$ cat config.mk
export PLATFORM = sky130hd
export DESIGN_NAME = tread_input_mapper
export DESIGN_NICKNAME = d
export VERILOG_FILES = /design/src/rtl/tread_input_mapper.sv
export SDC_FILE = /design/constraint.sdc
export NUM_CORES = 1
export LEC_CHECK = 0
export CAP_MARGIN = 10
export CORE_AREA = 5 5 164 285
export CTS_BUF_LIST = sky130_fd_sc_hd__clkbuf_8
export DETAILED_ROUTE_END_ITERATION = 6
export DIE_AREA = 0 0 169 290
export GPL_TIMING_DRIVEN = 0
export HOLD_SLACK_MARGIN = 0.06
export PLACE_DENSITY = 0.63
export SLEW_MARGIN = 25
export SYNTH_ARGS = -nofsm -noshare
export SYNTH_HDL_FRONTEND = slang
export SYNTH_SLANG_ARGS = --single-unit
export TNS_END_PERCENT = 20
$ cat constraint.sdc
create_clock -name clk_i -period 2.25 [get_ports clk_i]
set_input_delay 0.45 -clock clk_i [delete_from_list [all_inputs] [get_ports clk_i]]
set_output_delay 0.45 -clock clk_i [all_outputs]
set_load 0.01 [all_outputs]
$ cat src/rtl/tread_input_mapper.sv
// Joystick front-end for tank cabinets: per-bit sync and debounce, player merge,
// tread steering (tank-8way / dual-stick / disabled) and coin pulse shaping into the JB byte.
`timescale 1ns/1ps
module tread_input_mapper #(
  parameter int unsigned NUM_PLAYERS       = 2,
  parameter int unsigned DEBOUNCE_CYCLES   = 50000,
  parameter int unsigned COIN_PULSE_CYCLES = 5000,
  parameter int unsigned CNT_W             = 16
) (
  input  logic                      clk_i,
  input  logic                      btnCpuReset,
  input  logic [16*NUM_PLAYERS-1:0] joy_i,
  input  logic [1:0]                mode_i,
  output logic [7:0]                jb_o,
  output logic                      coin_busy_o
);

  localparam int unsigned NB = 8 * NUM_PLAYERS;

  logic [NB-1:0]    w_joy;
  logic [NB-1:0]    w_unused_hi;
  logic [NB-1:0]    r_sync1;
  logic [NB-1:0]    r_sync2;
  logic [NB-1:0]    w_deb;
  logic [7:0]       w_m;
  logic [3:0]       w_tank;
  logic [3:0]       w_dual;
  logic [3:0]       w_tread;
  logic [6:0]       r_jb_lo;
  logic             r_coin_busy;
  logic             r_coin_prev;
  logic [CNT_W-1:0] r_coin_cnt;

  // Only the low byte of each player word carries controls
  for (genvar p = 0; p < NUM_PLAYERS; p++) begin : g_split
    assign w_joy[8*p +: 8]       = joy_i[16*p +: 8];
    assign w_unused_hi[8*p +: 8] = joy_i[16*p + 8 +: 8];
  end

  always_ff @(posedge clk_i or negedge btnCpuReset) begin
    if (!btnCpuReset) begin
      r_sync1 <= '0;
      r_sync2 <= '0;
    end else begin
      r_sync1 <= w_joy;
      r_sync2 <= r_sync1;
    end
  end

  if (DEBOUNCE_CYCLES == 0) begin : g_bypass
    assign w_deb = r_sync2;
  end else begin : g_deb
    logic [NB-1:0]    r_deb;
    logic [CNT_W-1:0] r_cnt [NB];

    // A bit is accepted only after it has differed for DEBOUNCE_CYCLES consecutive cycles
    always_ff @(posedge clk_i or negedge btnCpuReset) begin
      if (!btnCpuReset) begin
        r_deb <= '0;
        for (int i = 0; i < int'(NB); i++) r_cnt[i] <= '0;
      end else begin
        for (int i = 0; i < int'(NB); i++) begin
          if (r_sync2[i] == r_deb[i]) begin
            r_cnt[i] <= '0;
          end else if (r_cnt[i] == CNT_W'(DEBOUNCE_CYCLES - 1)) begin
            r_deb[i] <= r_sync2[i];
            r_cnt[i] <= '0;
          end else begin
            r_cnt[i] <= r_cnt[i] + CNT_W'(1);
          end
        end
      end
    end

    assign w_deb = r_deb;
  end

  always_comb begin
    w_m = '0;
    for (int p = 0; p < int'(NUM_PLAYERS); p++) w_m = w_m | w_deb[8*p +: 8];
  end

  // Tank map on merged {U,D,L,R}; result is {X_Fw, X_Bk, W_Fw, W_Bk}
  always_comb begin
    w_tank = 4'b0000;
    case (w_m[3:0])
      4'b1010: w_tank = 4'b1000;
      4'b1000: w_tank = 4'b1010;
      4'b1001: w_tank = 4'b0010;
      4'b0001: w_tank = 4'b0110;
      4'b0101: w_tank = 4'b0001;
      4'b0100: w_tank = 4'b0101;
      4'b0110: w_tank = 4'b0100;
      4'b0010: w_tank = 4'b1001;
      default: w_tank = 4'b0000;
    endcase
  end

  if (NUM_PLAYERS >= 2) begin : g_dual
    assign w_dual = { w_deb[11] & ~w_deb[10], w_deb[10] & ~w_deb[11],
                      w_deb[3]  & ~w_deb[2],  w_deb[2]  & ~w_deb[3] };
  end else begin : g_single
    assign w_dual = w_tank;
  end

  always_comb begin
    w_tread = 4'b0000;
    if (!mode_i[1]) w_tread = mode_i[0] ? w_dual : w_tank;
  end

  // Output register and coin pulse: one pulse per idle rising edge, no retrigger
  always_ff @(posedge clk_i or negedge btnCpuReset) begin
    if (!btnCpuReset) begin
      r_jb_lo     <= '0;
      r_coin_busy <= 1'b0;
      r_coin_prev <= 1'b0;
      r_coin_cnt  <= '0;
    end else begin
      r_jb_lo     <= {w_m[6:4], w_tread};
      r_coin_prev <= w_m[7];
      if (r_coin_busy) begin
        if (r_coin_cnt == '0) r_coin_busy <= 1'b0;
        else                  r_coin_cnt  <= r_coin_cnt - CNT_W'(1);
      end else if (w_m[7] && !r_coin_prev) begin
        r_coin_busy <= 1'b1;
        r_coin_cnt  <= CNT_W'(COIN_PULSE_CYCLES - 1);
      end
    end
  end

  assign jb_o        = {r_coin_busy, r_jb_lo};
  assign coin_busy_o = r_coin_busy;

endmodule
# == After elaboration in Yosys (flattened, before gate mapping) ==
# Memories as Yosys holds them, arrays and structs flattened.
# Index checks and enable logic that the tools add are counted.
# W data, S select, Z words.
# word_totals
mem_bits_ro,64
elab_cells,175
in_bits,36
register_bits,329
out_inout_bits,9
mem_count,1
# classes
mux,40
n_reduce_logical,21
n_eq_ne,33
bitwise,25
add_sub_neg,17
# mem_list
name,words,width,rd,rd_clocked_by_memory_dff,wr,line_no,source
(no name shown),16,4,1,0,0,86,case (w_m[3:0])
# ops
op,n
$mux W16,35
$add A16 B1 Y16 const B,16
$eq A16 B16 Y1 const B,16
$reduce_and A2 Y1,17
$not A1 Y1,20
$eq A1 B1 Y1,16
$logic_not A16 Y1,1
$sub A16 B1 Y16 const B,1
$mux W4,2
$or A8 B8 Y8,1
$and A1 B1 Y1,4
$mux W1,3
$ne A2 B2 Y1 const B,1
$reduce_bool A2 Y1,1
$logic_and A1 B1 Y1,1
$logic_not A1 Y1,1

# == Logic depth before layout (Yosys ltp) ==
# logic_depth
depth_word,4
mapped_depth,7
ltp_nobuf,6

# == Least setup slack after synthesis ==
# No wires, ideal clock.
# synth_timing
path_type,register to register
startpoint,reg r_coin_cnt[0]
endpoint,reg r_coin_cnt[0]
slack_ps,37
n_path_buf,1
t_required_ps,2171
setup_ps,79
arrival_time_ps,2133
stages_incl_launch_ff,8
synth_period_minus_slack_ps,2213
cell_sequence,dfrtp_1 inv_1 ha_1 or4b_1 or4_4 buf_6 o41ai_4 mux2i_1
# synth_via
elab_chain_len,3
word_cells_on_any_way,6
classes_between,1 x add/sub; 1 x eq/ne; 2 x mux; 2 x reduce/logical
# synth_rtl
element,line_no,source
from (decl),32,logic [CNT_W-1:0] r_coin_cnt;
from (signal assigned),123,else r_coin_cnt <= r_coin_cnt - CNT_W'(1);
from (signal assigned),126,r_coin_cnt <= CNT_W'(COIN_PULSE_CYCLES - 1);
$sub A16 B1 Y16 / $logic_not A16 Y1 (equally long branches),"123, 122",
$mux W16 / $ne A2 B2 Y1 (equally long branches),--,
$mux W16 / $reduce_and A2 Y1 (equally long branches),--,
# Several ways; a longest one is shown, not always the timed one. The select of a mux whose other input is x is not followed.
# A chain may end at the register's enable or synchronous reset.

# == Final worst setup path ==
# layout_timing
startpoint,reg r_coin_cnt[9]
endpoint,reg r_coin_cnt[9]
# The elaborated chain is that of the path after synthesis.

==> run metrics <==
vias=between 10000 and 15000; CTS tree=yes; PD cells=approximately 640 nW/µm²; max-slew violation count=0; Post-DRT Antenna Nets=0; Pre-antenna DRT Iters=4; final core occ=39.3%; HPWL Detailed=about 20000 µm; clock latency on the worst-skew pair=between 500 and 600 ps; Initial Utilization=34.6%; final setup fails=1; Clock Pin Slew Worst Setup and Hold Paths=roughly 70 ps; die area=slightly below 50000 µm²; max_cap viols=0; ranking of synthesized cells by area=dfrtp_1, xnor2_1, nor2_1, xor2_1, nand4_1; crit share post-route=102%; Net Count, Synth=1525; top_reg_cell synth=dfrtp_1; CTS Sinks=329; crit-path max FO=8; Gate Count Post-Synth=about 1500; setup ws final=-46.1 ps; clock tree buffer depth=3; Synth Register Bits=around 330; global-route wire length before repair=roughly 52000 µm; Post-synth EDFFs=0; data required time at the worst endpoint=about 2700 ps; VDD IR-drop max=between 400 and 500 µV; DRT iter0 DRCs=approximately 450; die span in y=a little under 300 µm; CTS H-Tree Depth=2; RD Place Congestion=0.834; Residual DRC=0; Num CTS Buffers=47; DIE WIDTH=about 170 µm; number of global-route vias before repair=approximately 12000; vias per cell=slightly above 5; Layout Skew=~22 ps; RSZ-0062 raised after global routing=true; CP max stage delay=520 ps; final instance area=between 15000 and 20000 µm²; Cell Area, Synth=15200 µm²; Post-Syn Area per Cell=between 10 and 15 µm²; Area growth syn-to-layout=13.5%; Final nets=1610; post-synth top area share=a little over half; crit end category=register; failing checks=negative setup slack; HP Class=in -> async; normalized max-slew margin=about a third; total routed wirelength=29300 µm; pin count of the biggest net entering global routing=between 90 and 100; antenna violations before repair=1; asr flop ratio synth=between 90% and 100%; overall power=roughly 11 mW; layout cells sized above 1=7.06%; register area share after synthesis=between 50% and 60%; status=finished with violations; area post-placement=16300 µm²; Final Hold Vio Count=0; total grt overflow=0; CP Data Arrival Time=~2700 ps; CP startpoint kind=register; row count=~100; Least-Margin Pin Slew=990 ps; post-synth cell types=46; Fillers=roughly 4300; gr usage total=about 12%; critical-path cell list=or4_4, buf_6, or4_4, buf_12, nand4_1, or3b_1; Yosys top cell by area=dfrtp_1; Root Buffer=clkbuf_8; Max Fclk=roughly 440 MHz; Port Buffers=27; YS warnings=0; worst slack, placed=-116 ps; Leak Pwr=roughly 7.2 nW; Worst path most repeated cell=or4_4; # IOs=45; WL per Instance=13.5 µm; WS Path Type=reg -> reg; min Tclk post-route=roughly 2300 ps; Crit-path slowest cell=or4_4; total core area=between 40000 and 50000 µm²
-- synthesized netlist by cell type, types with 2 or more instances --
master,number
dfrtp_1,329
nor2_1,241
xnor2_1,119
nand2_1,88
xor2_1,88
nand4_1,84
nand3_1,81
and3_1,54
a21oi_1,40
nor3_1,37
nor4_1,35
clkbuf_1,32
nor4bb_1,30
or3_1,26
o21ai_0,25
inv_1,20
ha_1,17
nor4b_1,17
or4_1,17
mux2_2,16
o31ai_1,14
and4_1,11
or2_2,8
nand3b_1,7
mux2i_1,6
o211ai_1,3
a211o_1,2
a31oi_1,2
buf_2,2
nand2b_1,2
o21ba_2,2
o31a_1,2
or4b_1,2
-- placed cells by master, fill, tap and decap left out, types with 4 or more instances in the layout --
master | synthesis | layout
a21oi_1 | 40 | 40
and3_1 | 54 | 54
and4_1 | 11 | 11
buf_16 | 0 | 4
buf_4 | 1 | 5
clkbuf_1 | 32 | 32
clkbuf_8 | 0 | 50
clkdlybuf4s50_1 | 0 | 26
clkinv_2 | 0 | 11
dfrtp_1 | 329 | 328
ha_1 | 17 | 17
inv_1 | 20 | 33
mux2_2 | 16 | 16
mux2i_1 | 6 | 6
nand2_1 | 88 | 88
nand3_1 | 81 | 81
nand3b_1 | 7 | 7
nand4_1 | 84 | 84
nor2_1 | 241 | 241
nor3_1 | 37 | 37
nor4_1 | 35 | 35
nor4b_1 | 17 | 17
nor4bb_1 | 30 | 30
o21ai_0 | 25 | 25
o31ai_1 | 14 | 14
or2_2 | 8 | 8
or3_1 | 26 | 26
or4_1 | 17 | 16
xnor2_1 | 119 | 119
xor2_1 | 88 | 88
-- repair_timing --
item / in CTS / in global routing
buffers inserted: 5 / 0
endpoints found under the setup margin: 5 / 6
hold endpoints to repair: 87 / 0
hold buffers: 1 / 0
pin swaps: 3 / 2
resized for setup: 5 / 0
-- stage by stage --
step / setup TNS, ps / hold slack, ps / instances
5_1_grt: -185 / 224 / 2160
4_1_cts: -243 / 193 / 2159
3_3_place_gp: -4413480 / 334 / 2071
6_report: -46.1 / 243 / 2160
2_1_floorplan: 0 / 154 / 1472
3_5_place_dp: -311 / 229 / 2075
-- final timing paths --
path / from / to / slack, ps / cells past startpoint
min: btnCpuReset / r_sync2[13] / 240 / 2
min reg2reg: r_sync1[5] / r_sync2[5] / 350 / 0
max: r_coin_cnt[9] / r_coin_cnt[9] / -50 / 6
max reg2reg: r_coin_cnt[9] / r_coin_cnt[9] / -50 / 6
max in group asynchronous: btnCpuReset / g_deb.r_cnt[124] / 910 / 4
min in group clk_i: mode_i[0] / r_jb_lo[2] / 240 / 3
-- layer usage --
layer / GRT usage [%] / up-vias / share of wire, %
met2: 23.5 / 149 / 55
li1: - / 5379 / -
met1: 12.8 / 5410 / 39
met4: 5.23 / 0 / 3.7
met5: 0 / - / 0
met3: 1.80 / 83 / 2.7
-- flip-flops by register name, summed over array words and instances, names as in the netlist --
| signal | cells |
|---|---|
| r_jb_lo | 7 |
| r_sync1 | 16 |
| r_coin_prev | 1 |
| r_coin_cnt | 16 |
| coin_busy_o | 1 |
| r_sync2 | 16 |
| g_deb.r_cnt | 256 |
| g_deb.r_deb | 16 |
-- worst max-delay path: cells and delay by family (launching register included) --
family	cells	cell delay [ps]
flops	1	400
buf+inv	2	310
simple gates	4	1460
-- where the power goes --
part / internal, mW / total (mW) / switching [mW] / leakage (nW)
registers: 6.01 / 6.10 / 0.0832 / 4.48
clock network: 2.40 / 4.66 / 2.26 / 0.514
logic: 0.130 / 0.376 / 0.246 / 2.24
total: 8.54 / 11.1 / 2.59 / 7.24
-- logic make-up (layout without fill, tap and decap cells) --
group                      Yosys count  in the layout  share of synthesized area [%]
xor gates and xnor gates           207            207                           11.9
other                                0              1                              0
DFF                                329            329                           54.0
buffers and inverters               56            171                           1.47
and+or+nand+nor                    747            747                           25.9
AOI/OAI and AO/OA                   94             94                           3.75
muxes                               22             22                           1.58
adders and majority gates           17             17                           1.40
-- layout make-up --
class	count	area (µm²)	area share (%)
Clock inverter	29	209	1.21
Antenna cell	1	2.50	0.0145
Sequential cell	329	8230	47.6
Inverter	20	75.1	0.434
Buffer	35	144	0.832
Tap cell	572	716	4.14
Timing Repair Buffer	37	445	2.57
Multi-Input combinational cell	1087	6790	39.2
Clock buffer	50	688	3.98
Power figures use the tool's default switching activity.
